File: src/rtl/lpf_pkg.sv
// rtl/lpf_pkg.sv - shared width helpers, rounding constant and saturation for the LPF adder tree
package lpf_pkg;

    localparam int MAX_W = 128;

    typedef struct packed {
        logic [MAX_W-1:0] value;
        logic             sat;
    } sat_t;

    function automatic int lpf_lvl(input int num_in);
        return $clog2(num_in);
    endfunction

    function automatic int lpf_acc_w(input int in_w, input int num_in);
        return in_w + $clog2(num_in);
    endfunction

    // Operands still alive after l pairwise levels (odd ones pass through).
    function automatic int lpf_level_cnt(input int num_in, input int l);
        return (num_in + (1 << l) - 1) >> l;
    endfunction

    function automatic logic [MAX_W-1:0] lpf_round_const(input int shift);
        return (shift > 0) ? (MAX_W'(1) << (shift - 1)) : '0;
    endfunction

    function automatic sat_t lpf_saturate(input logic signed [MAX_W-1:0] value,
                                          input int                      out_width);
        logic signed [MAX_W-1:0] hi;
        logic signed [MAX_W-1:0] lo;
        sat_t                    res;
        hi        = $signed((MAX_W'(1) << (out_width - 1)) - MAX_W'(1));
        lo        = ~hi;
        res.value = value;
        res.sat   = 1'b0;
        if (value > hi) begin
            res.value = hi;
            res.sat   = 1'b1;
        end else if (value < lo) begin
            res.value = lo;
            res.sat   = 1'b1;
        end
        return res;
    endfunction

endpackage

File: src/rtl/lpf_add_stage.sv
// rtl/lpf_add_stage.sv - one registered adder-tree level: pairwise sums, odd passthrough, hold on stall
module lpf_add_stage #(
    parameter  int N_IN  = 2,
    parameter  int W     = 8,
    localparam int N_OUT = (N_IN + 1) / 2
) (
    input  logic               clk,
    input  logic               rst_n,
    input  logic               stall,
    input  logic               in_valid,
    input  logic [N_IN*W-1:0]  in_data,
    output logic               out_valid,
    output logic [N_OUT*W-1:0] out_data
);
    logic [N_OUT*W-1:0] sum;
    logic [N_OUT*W-1:0] data_d, data_q;
    logic               valid_d, valid_q;

    for (genvar k = 0; k < N_OUT; k++) begin : g_pair
        if (2 * k + 1 < N_IN) begin : g_add
            assign sum[k*W +: W] = in_data[2*k*W +: W] + in_data[(2*k+1)*W +: W];
        end else begin : g_pass
            assign sum[k*W +: W] = in_data[2*k*W +: W];
        end
    end

    always_comb begin
        data_d  = stall ? data_q : sum;
        valid_d = stall ? valid_q : in_valid;
    end

    // Data needs no reset; only the valid bit qualifies it.
    always_ff @(posedge clk) begin
        if (!rst_n) begin
            valid_q <= 1'b0;
        end else begin
            valid_q <= valid_d;
        end
        data_q <= data_d;
    end

    assign out_valid = valid_q;
    assign out_data  = data_q;

endmodule

File: src/rtl/lpf_adder_tree.sv
// rtl/lpf_adder_tree.sv - pipelined signed adder tree with rounding shift, saturation and valid/ready
module lpf_adder_tree
    import lpf_pkg::*;
#(
    parameter int NUM_IN   = 8,
    parameter int IN_W     = 32,
    parameter int OUT_W    = 32,
    parameter int SHIFT    = 0,
    parameter int SATURATE = 1
) (
    input  logic                   clk,
    input  logic                   rst_n,
    input  logic                   in_valid,
    output logic                   in_ready,
    input  logic [NUM_IN*IN_W-1:0] in_data,
    output logic                   out_valid,
    input  logic                   out_ready,
    output logic [OUT_W-1:0]       out_data,
    output logic                   out_sat
);
    localparam int LVL   = lpf_lvl(NUM_IN);
    localparam int ACC_W = lpf_acc_w(IN_W, NUM_IN);

    logic                  stall;
    logic [ACC_W-1:0]      tree_sum;
    logic                  tree_valid;
    logic signed [ACC_W:0] rnd_sum, rnd_val;
    sat_t                  sat_res;
    logic [OUT_W-1:0]      res_data, out_data_d, out_data_q;
    logic                  res_sat, out_sat_d, out_sat_q;
    logic                  out_valid_d, out_valid_q;

    // One global stall keeps every stage in lockstep with the output register.
    assign stall    = out_valid_q && !out_ready;
    assign in_ready = !stall;

    for (genvar g = 0; g <= LVL; g++) begin : g_lvl
        localparam int CNT = lpf_level_cnt(NUM_IN, g);
        logic [CNT*ACC_W-1:0] data;
        logic                 valid;

        if (g == 0) begin : g_in
            logic [CNT*ACC_W-1:0] ext, data_d, data_q;
            logic                 valid_d, valid_q;

            for (genvar k = 0; k < NUM_IN; k++) begin : g_ext
                assign ext[k*ACC_W +: ACC_W] =
                    {{LVL{in_data[k*IN_W+IN_W-1]}}, in_data[k*IN_W +: IN_W]};
            end

            always_comb begin
                data_d  = stall ? data_q : ext;
                valid_d = stall ? valid_q : in_valid;
            end

            always_ff @(posedge clk) begin
                if (!rst_n) begin
                    valid_q <= 1'b0;
                end else begin
                    valid_q <= valid_d;
                end
                data_q <= data_d;
            end

            assign data  = data_q;
            assign valid = valid_q;
        end else begin : g_add
            lpf_add_stage #(
                .N_IN (lpf_level_cnt(NUM_IN, g - 1)),
                .W    (ACC_W)
            ) u_stage (
                .clk       (clk),
                .rst_n     (rst_n),
                .stall     (stall),
                .in_valid  (g_lvl[g-1].valid),
                .in_data   (g_lvl[g-1].data),
                .out_valid (valid),
                .out_data  (data)
            );
        end
    end

    assign tree_sum   = g_lvl[LVL].data;
    assign tree_valid = g_lvl[LVL].valid;

    // One extra bit so the half-LSB rounding add cannot wrap.
    always_comb begin
        rnd_sum = $signed({tree_sum[ACC_W-1], tree_sum})
                + $signed((ACC_W+1)'(lpf_round_const(SHIFT)));
        rnd_val = rnd_sum >>> SHIFT;
        sat_res = lpf_saturate(MAX_W'(rnd_val), OUT_W);
        if (SATURATE != 0) begin
            res_data = sat_res.value[OUT_W-1:0];
            res_sat  = sat_res.sat;
        end else begin
            res_data = rnd_val[OUT_W-1:0];
            res_sat  = 1'b0;
        end
        out_valid_d = stall ? out_valid_q : tree_valid;
        out_data_d  = stall ? out_data_q  : res_data;
        out_sat_d   = stall ? out_sat_q   : res_sat;
    end

    always_ff @(posedge clk) begin
        if (!rst_n) begin
            out_valid_q <= 1'b0;
            out_data_q  <= '0;
            out_sat_q   <= 1'b0;
        end else begin
            out_valid_q <= out_valid_d;
            out_data_q  <= out_data_d;
            out_sat_q   <= out_sat_d;
        end
    end

    assign out_valid = out_valid_q;
    assign out_data  = out_data_q;
    assign out_sat   = out_sat_q;

endmodule

File: config.mk
export PLATFORM = sky130hd
export DESIGN_NAME = lpf_adder_tree
export DESIGN_NICKNAME = d
export VERILOG_FILES = /design/src/rtl/lpf_pkg.sv /design/src/rtl/lpf_add_stage.sv /design/src/rtl/lpf_adder_tree.sv
export SDC_FILE = /design/constraint.sdc
export NUM_CORES = 1
export LEC_CHECK = 0
export ABC_AREA = 0
export BUFFER_PORTS_ARGS = -buffer_cell sky130_fd_sc_hd__buf_2
export CORE_UTILIZATION = 45
export CTS_CLUSTER_DIAMETER = 60
export DETAILED_ROUTE_END_ITERATION = 12
export PLACE_DENSITY = 0.72
export SLEW_MARGIN = 20
export SYNTH_ARGS = -nofsm -noshare
export SYNTH_HDL_FRONTEND = slang
export SYNTH_HIERARCHICAL = 1
export SYNTH_SLANG_ARGS = --single-unit
File: constraint.sdc
create_clock -name clk -period 6.2 [get_ports clk]
set_input_delay 0.62 -clock clk [delete_from_list [all_inputs] [get_ports clk]]
set_output_delay 0.62 -clock clk [all_outputs]
set_load 0.02 [all_outputs]
==> results of run 1 <==
==> through the flow <==
step / cell area, µm² / utilization, % / hold slack, ns / power [mW]
floorplan: 29300 / - / 0.431 / 9.62
global placement: 31700 / 49.1 / 0.442 / 11.0
detailed placement: 31700 / 49.1 / 0.456 / 11.1
CTS: 33800 / 52.4 / 0.121 / 14.9
global route: 33800 / 52.4 / 0.124 / 15.7
finish: 33800 / 52.4 / 0.159 / 14.8
==> state kept, by name, summed over array words and instances (netlist names) <==
| register | count |
|---|---|
| out_valid | 1 |
| g_lvl.data | 256 |
| g_lvl.g_in.valid_q | 1 |
| g_lvl.g_add.u_stage/out_data | 245 |
| out_sat | 1 |
| out_data | 32 |
| g_lvl.g_add.u_stage/out_valid | 3 |
==> worst max path at each step <==
stage                                     endpoint  cells after the start
6_report       g_lvl[1].g_add.u_stage/out_data[34]                     12
5_1_grt        g_lvl[1].g_add.u_stage/out_data[34]                     12
4_1_cts        g_lvl[1].g_add.u_stage/out_data[34]                     12
3_5_place_dp   g_lvl[1].g_add.u_stage/out_data[34]                     12
3_3_place_gp   g_lvl[1].g_add.u_stage/out_data[31]                     10
2_1_floorplan   g_lvl[1].g_add.u_stage/out_data[0]                      3
==> kinds of logic (layout without fill, tap and decap cells) <==
family          count (synthesis)  count (layout)  synth area share (%)
buf+inv                       147             493                  1.97
compound gates                789             789                  18.5
xor+xnor                      219             219                  6.54
simple gates                  510             510                  8.27
mux                             5               5                 0.175
fa+ha+maj                     245             245                  10.6
flops                         539             539                  53.9
==> power breakdown <==
part / switching, mW / total (mW) / internal [mW]
clock: 1.44 / 3.69 / 2.25
sequential: 0.374 / 5.48 / 5.10
combinational: 3.36 / 5.67 / 2.31
total: 5.17 / 14.8 / 9.67
==> cell type report <==
class,instances,area (µm²)
Sequential cell,539,15800
Timing Repair Buffer,303,1560
Clock buffer,79,1720
Clock inverter,31,385
Tap cell,855,1070
Multi-Input combinational cell,1768,13000
Inverter,80,304
Fill cell,5537,30700
==> per-layer routing <==
metal	up-vias	share of wire, %	track usage [%]
li1	9972	-	-
met1	9787	45	26.4
met2	559	47	33.4
met3	105	5.2	3.10
met4	0	2.3	5.44
met5	-	0	0
==> cell usage in the layout (no fill, tap or decap), types with 8 or more instances in the layout <==
master / instances
nand4_1: 31
a211oi_1: 21
o21ai_0: 98
o21bai_1: 61
dfxtp_1: 38
nand2_1: 153
a22o_1: 33
edfxtp_1: 501
o21a_1: 19
and3_1: 24
and2_1: 13
clkbuf_1: 8
ha_1: 238
o211ai_1: 18
a21o_1: 130
clkinv_2: 10
nand3_1: 54
o21ai_1: 16
a31o_2: 8
clkbuf_16: 65
a31oi_1: 20
inv_1: 76
nor2b_1: 27
nor2_1: 126
xor2_1: 77
a21oi_1: 234
buf_2: 294
nor3_1: 30
o31ai_1: 15
a21boi_0: 8
xnor2_1: 142
nand2b_1: 21
==> qor.txt, run 1 <==
Hold depth = 1
Drt via density = 5.59
CP max FO = 4
Fin crit share = 57.3%
PortBufs = 294
Dpl ws = 2.77 ns
Clock root buffer master = clkbuf_16
Max stage delay on crit path = 0.46 ns
Worst R2R Path Depth = 12
Average wire per standard cell = 18.3 µm
FF-to-FF setup slack = 2.65 ns
Top post-synthesis cells by count = edfxtp_1, ha_1, a21oi_1
Number of flops mapped to enable cells by yosys = 501
Maxcap violations = 0
Pre-antenna DRT Iters = 8
Crit path from = g_lvl[0].data[0]
Vias in the first global route = 20.2k
Die area = 66200 µm²
Data arrival, critical path = 3.90 ns
Post-synthesis register bit count = 539
Pleak = 14.1 nW
TNS Setup = 0 ns
Pwr Density = 439 nW/µm²
Reg-to-reg endpoint = g_lvl[1].g_add.u_stage/out_data[34]
Nets = 3255
FMAX = 282 MHz
RSZ-0062 raised after global routing = no
Fin cells = 3655
Boundary Pins = 295
Antenna Cells = 0
FP Rows = 93
Synth warnings = 6
Iteration-0 DRC Markers = 1448
Clock slew at reported path FFs = 0.06 ns
Final setup fails = 0
GRT Overall Usage = 19.8%
DR vias = 20.4k
Register area share after synthesis = 53.9%
Max Transition Viols Final = 0
Core ar. = 64500 µm²
Mapped Area = 29300 µm²
Most frequent cell after synthesis = edfxtp_1
CP top delay family = compound AO/OA/AOI/OAI gates
Slowest CP cell = a211oi_1
Worst slew pin tran = 1.08 ns
Setup ws final = 2.65 ns
Post-synthesis cell count = 2454
Top post-synthesis cells by area = edfxtp_1, ha_1, xnor2_1, a21oi_1, a21o_1
Most Frequent Cell on Critical Path = a21oi_1
Initial antenna violation count = 1
Worst Skew = 0.0350 ns
Clock H-tree levels = 2
Result of the run = completed
Final WL = 66.7 mm
Chip Height = 257 µm
Worst r2r src = g_lvl[0].data[0]
Synth Net Count = 2959
Grt ovf = 0
Yosys cell types = 95
Post-DP HPWL = 51.4 mm
Class of the worst hold path = in -> reg
Area growth syn-to-layout = 15.2%
Max-slew headroom = 27.8%
Starting Density = 45.5%
Critical path capture point type = flip-flop
Global-route wire length before repair = 106 mm
Synth async-reset ratio = 0%
Post-CTS Setup Inserts = 0
CTS Buf Count = 58
Period minus WS final = 3.55 ns
Crit path required time = 6.55 ns
CTS tree = built
Dpl cells = 3543
Fin. Hold Viols = 0
Share of the synthesized area in the top cell type = 51.3%
Hold EP = g_lvl[0].data[186]
Worst path buffer plus inverter count = 1
Startpoint types = flip-flop
Largest area contributor in the synthesized netlist = edfxtp_1
HP Start = in_data[171]
Clock Latency Late Sink = 0.64 ns
Pin count of the biggest net entering global routing = 148
DRC Markers = 0
Share of layout cells above drive strength 1 = 16.4%
Avg Cell Area, Syn = 12.0 µm²
Post-synth top flop = edfxtp_1
Cell chain of the critical path = ha_1 > inv_1 > fa_1 > nand2b_1 > a211oi_1 > o211ai_1 > a21oi_1 > nor2_1 > o21ai_2 > a21oi_1 > o31ai_1 > xnor2_1
Die Wd = 257 µm
Hold_buf cts = 0
Critical path class = reg -> reg
Clock Path Buffers = 3
Antenna Nets Post-Route = 0
Post-CTS sizing = 0
Maximum VDD drop = 264 µV
Clock Sinks = 539
Final Wtd Congestion = 0.907
Power figures use the tool's default switching activity.
==> run 2: changes to the inputs <==
--- a/config.mk
+++ b/config.mk
@@ -5,12 +5,12 @@
 export SDC_FILE = /design/constraint.sdc
 export NUM_CORES = 1
 export LEC_CHECK = 0
-export ABC_AREA = 0
+export ABC_AREA = 1
 export BUFFER_PORTS_ARGS = -buffer_cell sky130_fd_sc_hd__buf_2
 export CORE_UTILIZATION = 45
 export CTS_CLUSTER_DIAMETER = 60
 export DETAILED_ROUTE_END_ITERATION = 12
-export PLACE_DENSITY = 0.72
+export PLACE_DENSITY = 0.69
 export SLEW_MARGIN = 20
 export SYNTH_ARGS = -nofsm -noshare
 export SYNTH_HDL_FRONTEND = slang
==> constraint.sdc (replaced) <==
create_clock -name clk -period 3.4 [get_ports clk]
set_input_delay 0.34 -clock clk [delete_from_list [all_inputs] [get_ports clk]]
set_output_delay 0.34 -clock clk [all_outputs]
set_load 0.02 [all_outputs]
==> run 2 against run 1 <==
  * Critical path depth rose by 1
  * Combinational power up 100%
  * Sequential share of layout area down 8.5 points
  * Sequential power increased by 82%
  * Register-to-register slack worse by 1.5 ns
  * Fmax grew 58%
  * Global-route usage increased by 3.8 points
  * Clock skew is 0.00067 ns higher
  * Die area up 15%
  * Sequential cell count did not move
  * Critical path type unchanged
==> qor.txt, run 2 <==
CP Depth = 13 (was 12)
Most frequent cells in the layout = nand2_1, inv_1, edfxtp_1 (was edfxtp_1, buf_2, ha_1)
FF-to-FF setup slack = 1.15 ns (was 2.65 ns)
FMAX = 445 MHz (was 282 MHz)
Vias in the first global route = 27.8k (was 20.2k)
Fin crit share = 66.1% (was 57.3%)
Top post-synthesis cells by area = edfxtp_1, nand2_1, ha_1, inv_1, nor2_1 (was edfxtp_1, ha_1, xnor2_1, a21oi_1, a21o_1)
Yosys cell types = 31 (was 95)
Commonest non-fill, non-tap cell in the layout = nand2_1 (was edfxtp_1)
Final setup fails = 0 (unchanged)
Hold depth = 4 (was 1)
Initial antenna violation count = 5 (was 1)
Maximum VDD drop = 489 µV (was 264 µV)
Starting Density = 45.5% (about the same)
Die Wd = 276 µm (was 257 µm)
Iteration-0 DRC Markers = 2011 (was 1448)
Post-synthesis register bit count = 539 (unchanged)
Synth async-reset ratio = 0% (unchanged)
Post-CTS sizing = 0 (unchanged)
FF/Latch Area = 15800 µm² (about the same)
Clock Path Buffers = 3 (unchanged)
Worst slew pin tran = 0.913 ns (was 1.08 ns)
Slowest CP cell = fa_1 (was a211oi_1)
Final Wtd Congestion = 0.963 (was 0.907)
Result of the run = completed (unchanged)
Share of layout cells above drive strength 1 = 11.2% (was 16.4%)
CTS Buf Count = 67 (was 58)
Class of the worst hold path = in -> reg (unchanged)
Fin. Hold Viols = 0 (unchanged)
Synth warnings = 6 (unchanged)
Max reg flops = 256 (unchanged)
Dpl cells = 5434 (was 3543)
Grt ovf = 0 (unchanged)
Avg Cell Area, Syn = 8.11 µm² (was 12.0 µm²)
Chip Height = 276 µm (was 257 µm)
Startpoint types = flip-flop (unchanged)
Worst R2R Path Depth = 13 (was 12)
Boundary Pins = 295 (unchanged)
Final WL = 89.9 mm (was 66.7 mm)
Nets = 5296 (was 3255)
Post-Synth Simple-Gate Area = 25.2% (was 8.27%)
Post-CTS Setup Inserts = 0 (unchanged)
Post-DP HPWL = 68.3 mm (was 51.4 mm)
Pleak = 20.6 nW (was 14.1 nW)
HP Start = out_ready (was in_data[171])
Cell chain of the critical path = ha_1 > inv_1 > fa_1 > inv_1 > nand3_1 > nand3_1 > nand2_1 > nand2_2 > nand2_1 > nand2_2 > nand2_1 > nand3_1 > nand2_1 (was ha_1 > inv_1 > fa_1 > nand2b_1 > a211oi_1 > o211ai_1 > a21oi_1 > nor2_1 > o21ai_2 > a21oi_1 > o31ai_1 > xnor2_1)
Core ar. = 74400 µm² (was 64500 µm²)
Die area = 76400 µm² (was 66200 µm²)
Crit path required time = 3.73 ns (was 6.55 ns)
Worst r2r src = g_lvl[2].g_add.u_stage/out_data[0] (was g_lvl[0].data[0])
Clock Latency Late Sink = 0.62 ns (was 0.64 ns)
Maxcap violations = 0 (unchanged)
Top post-synthesis cells by count = nand2_1, inv_1, edfxtp_1 (was edfxtp_1, ha_1, a21oi_1)
Pre-antenna DRT Iters = 6 (was 8)
Clock root buffer master = clkbuf_16 (unchanged)
Max stage delay on crit path = 0.41 ns (was 0.46 ns)
Critical path class = reg -> reg (unchanged)
Pwr Density = 689 nW/µm² (was 439 nW/µm²)
Antenna Nets Post-Route = 0 (unchanged)
Layout Utilization = 55.5% (was 52.4%)
CP top delay family = simple AND/OR/NAND/NOR gates (was compound AO/OA/AOI/OAI gates)
DR vias = 28.4k (was 20.4k)
Post-synth top flop = edfxtp_1 (unchanged)
Post-Synth Adder-Cell Area = 9.21% (was 10.6%)
Synth Net Count = 4680 (was 2959)
Mux cell area share after synthesis = 0% (was 0.175%)
Pin count of the biggest net entering global routing = 148 (unchanged)
Area growth syn-to-layout = 21.9% (was 15.2%)
Mapped Area = 33900 µm² (was 29300 µm²)
Max Transition Viols Final = 0 (unchanged)
Hold EP = out_data[31] (was g_lvl[0].data[186])
Main combinational cell family by area after synthesis = simple AND/OR/NAND/NOR gates (was compound AO/OA/AOI/OAI gates)
Number of flops mapped to enable cells by yosys = 501 (unchanged)
Clock H-tree levels = 3 (was 2)
Period minus WS final = 2.25 ns (was 3.55 ns)
FP Rows = 100 (was 93)
Post-synthesis cell count = 4175 (was 2454)
Most Frequent Cell on Critical Path = nand2_1 (was a21oi_1)
Worst path buffer plus inverter count = 2 (was 1)
DRC Markers = 0 (unchanged)
Dpl cell area = 36500 µm² (was 31700 µm²)
Dpl ws = 1.05 ns (was 2.77 ns)
Average wire per standard cell = 15.5 µm (was 18.3 µm)
Hold_ws = 0.259 ns (was 0.159 ns)
RSZ-0062 raised after global routing = no (unchanged)
Synth Area in Compound Gates = 7.16% (was 18.5%)
Largest area contributor in the synthesized netlist = edfxtp_1 (unchanged)
Final instance area = 41300 µm² (was 33800 µm²)
Clock slew at reported path FFs = 0.06 ns (about the same)
Multi-input gate area = 15200 µm² (was 13000 µm²)
Hold_buf cts = 257 (was 0)
GRT Overall Usage = 23.6% (was 19.8%)
Final Power = 28.4 mW (was 14.8 mW)
Share of the synthesized area in the top cell type = 44.4% (was 51.3%)
Most frequent cell after synthesis = nand2_1 (was edfxtp_1)
Post-Synth XOR/XNOR Area = 3.26% (was 6.54%)
Clock Sinks = 539 (unchanged)
Max-slew headroom = 39.1% (was 27.8%)
Data arrival, critical path = 2.58 ns (was 3.90 ns)
Drt via density = 4.89 (was 5.59)
TNS Setup = 0 ns (unchanged)
Setup ws final = 1.15 ns (was 2.65 ns)
CP max FO = 3 (was 4)
Fin cells = 5813 (was 3655)
Reg-to-reg endpoint = g_lvl[3].g_add.u_stage/out_data[32] (was g_lvl[1].g_add.u_stage/out_data[34])
Global-route wire length before repair = 143 mm (was 106 mm)
Register area share after synthesis = 46.7% (was 53.9%)
Worst Skew = 0.0357 ns (was 0.0350 ns)
CTS tree = built (unchanged)
Filler instances = 6780 (was 5537)
PortBufs = 294 (unchanged)
Critical path capture point type = flip-flop (unchanged)
-- run 2: changes by cell type after synthesis, sizes merged, moves of 55 or more --
cell	change
inv	+640
nor2	+282
o21ai	+57
nand3	+153
nand2	+1212
a21o	-130
xnor2	-123
clkbuf	-55
-- run 2: cells by family after synthesis --
group                      count (synthesis)
xor gates and xnor gates                 126
and+or+nand+nor                         2064
DFF                                      539
AOI/OAI and AO/OA                        465
adders and majority gates                245
buffers and inverters                    736
-- run 2: worst max-delay path by stage --
stage	start	to	slack [ns]
final	g_lvl[2].g_add.u_stage/out_data[0]	g_lvl[3].g_add.u_stage/out_data[32]	1.15
after global routing	g_lvl[0].data[35]	g_lvl[1].g_add.u_stage/out_data[32]	0.95
after CTS	g_lvl[2].g_add.u_stage/out_data[0]	g_lvl[3].g_add.u_stage/out_data[32]	1.16
after detailed placement	out_ready	g_lvl[1].g_add.u_stage/out_data[3]	1.05
after global placement	out_ready	g_lvl[1].g_add.u_stage/out_data[3]	1.12
after floorplan	out_valid	g_lvl[1].g_add.u_stage/out_data[0]	0.1
-- run 2: report_power, final --
group / internal, mW / total, mW / switching, mW
sequential: 9.22 / 9.96 / 0.741
clock: 4.17 / 7.03 / 2.86
combinational: 3.98 / 11.5 / 7.48
total: 17.4 / 28.4 / 11.1
-- run 2: layout make-up --
class / count / share of cell area (%)
diodes: 3 / 0.0182
clock buffers: 82 / 4.32
clock inverters: 37 / 0.924
inverters: 720 / 6.55
multi-input cells: 2900 / 36.8
flip-flops and latches: 539 / 38.3
well taps: 969 / 2.94
repair buffers: 563 / 10.2
-- run 2: layer usage --
| metal | share of wire, % | routed length [µm] | vias to the layer above | global-route usage, % |
|---|---|---|---|---|
| li1 | - | - | 14700 | - |
| met1 | 45 | 40700 | 12800 | 31.5 |
| met2 | 46 | 41600 | 788 | 39.3 |
| met3 | 5.7 | 5100 | 148 | 3.33 |
| met4 | 2.7 | 2430 | 2 | 7.92 |
| met5 | 0.014 | 13 | - | 0 |
-- run 2: worst register-to-register path, stage by stage (launching register included) --
cell      delay, ns
edfxtp_1       0.32
ha_1           0.19
inv_1          0.07
fa_1           0.41
inv_1          0.12
nand3_1        0.07
nand3_1        0.17
nand2_1        0.10
nand2_2        0.10
nand2_1        0.07
nand2_2        0.10
nand2_1        0.10
nand3_1        0.09
nand2_1        0.08
==> run 3: changes to the inputs <==
--- a/config.mk
+++ b/config.mk
@@ -5,12 +5,12 @@
 export SDC_FILE = /design/constraint.sdc
 export NUM_CORES = 1
 export LEC_CHECK = 0
-export ABC_AREA = 1
+export ABC_AREA = 0
 export BUFFER_PORTS_ARGS = -buffer_cell sky130_fd_sc_hd__buf_2
 export CORE_UTILIZATION = 45
 export CTS_CLUSTER_DIAMETER = 60
 export DETAILED_ROUTE_END_ITERATION = 12
-export PLACE_DENSITY = 0.69
+export PLACE_DENSITY = 0.72
 export SLEW_MARGIN = 20
 export SYNTH_ARGS = -nofsm -noshare
 export SYNTH_HDL_FRONTEND = slang
==> constraint.sdc (replaced) <==
create_clock -name clk -period 1.9 [get_ports clk]
set_input_delay 0.19 -clock clk [delete_from_list [all_inputs] [get_ports clk]]
set_output_delay 0.19 -clock clk [all_outputs]
set_load 0.02 [all_outputs]
==> run 3 against run 2 <==
  * The flow now finishes with violations (setup timing)
  * Via count decreased by 11%
  * Wire length decreased by 2.9%
  * Largest cell class is now multi-input combinational cells
  * Clock power increased by 88%
  * Non-clock buffer count increased by 759
  * Power increased by 120%
  * Largest power group unchanged
  * Clock-buffer cell count decreased by 3
  * First-iteration DRC count decreased by 13%
  * Final cell count decreased by 19%
==> qor.txt, run 3 (same netlist as run 1, synthesis figures left out) <==
Result of the run = finished, violations left (was completed)
Violated checks = setup timing
RSZ-0062 raised after global routing = yes (was no)
Data arrival, critical path = 3.37 ns (was 2.58 ns)
CTS Buf Count = 66 (was 67)
Most frequent cells in the layout = buf_4, edfxtp_1, buf_2 (was nand2_1, inv_1, edfxtp_1)
Area growth syn-to-layout = 55.8% (was 21.9%)
Worst Skew = 0.0242 ns (was 0.0357 ns)
Grt ovf = 0 (unchanged)
Antenna Nets Post-Route = 0 (unchanged)
Met1 WL = 36.4 mm (was 40.7 mm)
Period minus WS final = 3.04 ns (was 2.25 ns)
Pwr Density = 1340 nW/µm² (was 689 nW/µm²)
Critical path capture point type = flip-flop (unchanged)
Wire length on met3 = 4.06 mm (was 5.10 mm)
FMAX = 329 MHz (was 445 MHz)
Max reg flops = 256 (unchanged)
Top Layer Used = met4 (was met5)
Boundary Pins = 295 (unchanged)
Register share of total power = 29.4% (was 35.0%)
Starting Density = 45.5% (about the same)
Clock H-tree levels = 3 (unchanged)
Max Transition Viols Final = 0 (unchanged)
Switching Share = 34.7% (was 38.9%)
Clock Sinks = 539 (unchanged)
DRC Markers = 0 (unchanged)
Max-slew headroom = 52.9% (was 39.1%)
Commonest non-fill, non-tap cell in the layout = buf_4 (was nand2_1)
Average wire per standard cell = 18.6 µm (was 15.5 µm)
Die Wd = 257 µm (was 276 µm)
Iteration-0 DRC Markers = 1750 (was 2011)
DR vias = 25.3k (was 28.4k)
Sw Pwr = 21.3 mW (was 11.1 mW)
Vias in the first global route = 25.6k (was 27.8k)
Share of layout cells above drive strength 1 = 42.3% (was 11.2%)
Cell chain of the critical path = ha_2 > inv_2 > fa_2 > nand2b_4 > a21oi_4 > o41a_1 > a221oi_4 > a21oi_4 > a21o_1 > o41ai_4 > o31ai_1 > xor2_1 (was ha_1 > inv_1 > fa_1 > inv_1 > nand3_1 > nand3_1 > nand2_1 > nand2_2 > nand2_1 > nand2_2 > nand2_1 > nand3_1 > nand2_1)
WL met2 = 43.8 mm (was 41.6 mm)
Pre-antenna DRT Iters = 8 (was 6)
Fin cells = 4682 (was 5813)
Max stage delay on crit path = 0.39 ns (was 0.41 ns)
GRT Overall Usage = 24.7% (was 23.6%)
Crit path required time = 2.23 ns (was 3.73 ns)
Worst slew pin tran = 0.706 ns (was 0.913 ns)
CTS tree = built (unchanged)
Dpl cells = 4215 (was 5434)
Most Frequent Cell on Critical Path = a21oi_4 (was nand2_1)
Class of the worst hold path = in -> reg (unchanged)
Clock Path Buffers = 3 (unchanged)
CP max FO = 3 (unchanged)
Nets = 4282 (was 5296)
Hold_ws = 0.272 ns (was 0.259 ns)
Final setup fails = 203 (was 0)
Maximum VDD drop = 811 µV (was 489 µV)
Combinational power share = 49.1% (was 40.3%)
Chip Height = 257 µm (was 276 µm)
Layout Utilization = 70.9% (was 55.5%)
Filler instances = 4213 (was 6780)
Maxcap violations = 0 (unchanged)
Post-DP HPWL = 57.8 mm (was 68.3 mm)
Fin. Hold Viols = 0 (unchanged)
Clock root buffer master = clkbuf_16 (unchanged)
TNS Setup = -111.96 ns (was 0 ns)
Critical path class = reg -> reg (unchanged)
Initial antenna violation count = 0 (was 5)
Die area = 66200 µm² (was 76400 µm²)
Pleak = 19.8 nW (was 20.6 nW)
Final WL = 87.2 mm (was 89.9 mm)
Antenna Cells = 0 (was 3)
Core ar. = 64500 µm² (was 74400 µm²)
Fin crit share = 160% (was 66.1%)
FP Rows = 93 (was 100)
Clock Latency Late Sink = 0.60 ns (was 0.62 ns)
PortBufs = 294 (unchanged)
Pin count of the biggest net entering global routing = 93 (was 148)
Setup ws final = -1.14 ns (was 1.15 ns)
Startpoint types = flip-flop (unchanged)
Internal = 40.0 mW (was 17.4 mW)
Clk pwr share = 21.5% (was 24.7%)
Global-route wire length before repair = 132 mm (was 143 mm)
Final Wtd Congestion = 0.947 (was 0.963)
Drt via density = 5.40 (was 4.89)
Clock slew at reported path FFs = 0.06 ns (about the same)
Slowest CP cell = edfxtp_1 (was fa_1)
## run 3: cell count changes in the layout (fill, tap and decap cells not counted), sizes merged, moves of 26 or more
cell,before,now
nand2,1365,153
buf,306,1063
inv,732,90
nor2,408,126
nand3,207,54
a21o,0,130
xnor2,19,142
o21ai,177,120
o21bai,21,62
a22o,0,33
xor2,107,77
nor2b,0,27
a211oi,0,26
## run 3: path summary, 6_finish.rpt
kind                            slack, ns                from  cells past startpoint                                    to
worst min register to register       0.47         out_data[4]                      1                           out_data[4]
worst min-delay path                 0.27           out_ready                      5                          out_data[31]
worst max-delay path                -1.14  g_lvl[0].data[140]                     12  g_lvl[1].g_add.u_stage/out_data[102]
worst max register to register      -1.14  g_lvl[0].data[140]                     12  g_lvl[1].g_add.u_stage/out_data[102]
## run 3: what timing repair did
| action | CTS | global route |
|---|---|---|
| gates resized for setup | 263 | 212 |
| buffers inserted | 53 | 77 |
| hold buffers | 259 | 0 |
| hold endpoints to repair | 263 | 0 |
| endpoints found under the setup margin | 194 | 202 |
| pin swaps | 178 | 187 |
## run 3: layout make-up
class / count / area, µm² / area share [%]
Tap cell: 855 / 1070 / 2.34
Clock inverter: 39 / 494 / 1.08
Inverter: 80 / 304 / 0.665
Multi-Input combinational cell: 1768 / 16000 / 34.9
Timing Repair Buffer: 1322 / 10300 / 22.5
Sequential cell: 539 / 15800 / 34.6
Clock buffer: 79 / 1760 / 3.86
## run 3: worst max-delay path, delay by kind of cell, from the launching register on
kind | cells | cell delay, ns
compound gates | 7 | 1.62
fa+ha+maj | 2 | 0.41
flops | 1 | 0.39
xor+xnor | 1 | 0.15
simple gates | 1 | 0.14
buf+inv | 1 | 0.05
## run 3: per-layer routing
metal,global-route usage [%],vias to the layer above
li1,-,12000
met1,31.0,12300
met5,0,-
met4,8.53,0
met3,3.20,197
met2,43.8,771
## run 3: power groups by stage
stage | Combinational [mW] | Sequential, mW | Clock (mW)
CTS | 27.8 | 18.0 | 13.3
detailed placement | 25.1 | 18.2 | 0
finish | 30.1 | 18.0 | 13.2
global placement | 24.6 | 18.1 | 0
floorplan | 14.5 | 18.0 | 0
global route | 32.4 | 18.2 | 13.8
## run 3: metrics by stage
stage	instance area, µm²	setup WS (ns)	total power, mW
after floorplan	30300	-3.16	32.4
after global placement	37700	-0.950	42.7
after detailed placement	37700	-1.02	43.3
after CTS	44300	-1.02	59.1
after global routing	45700	-1.22	64.4
final	45700	-1.14	61.2
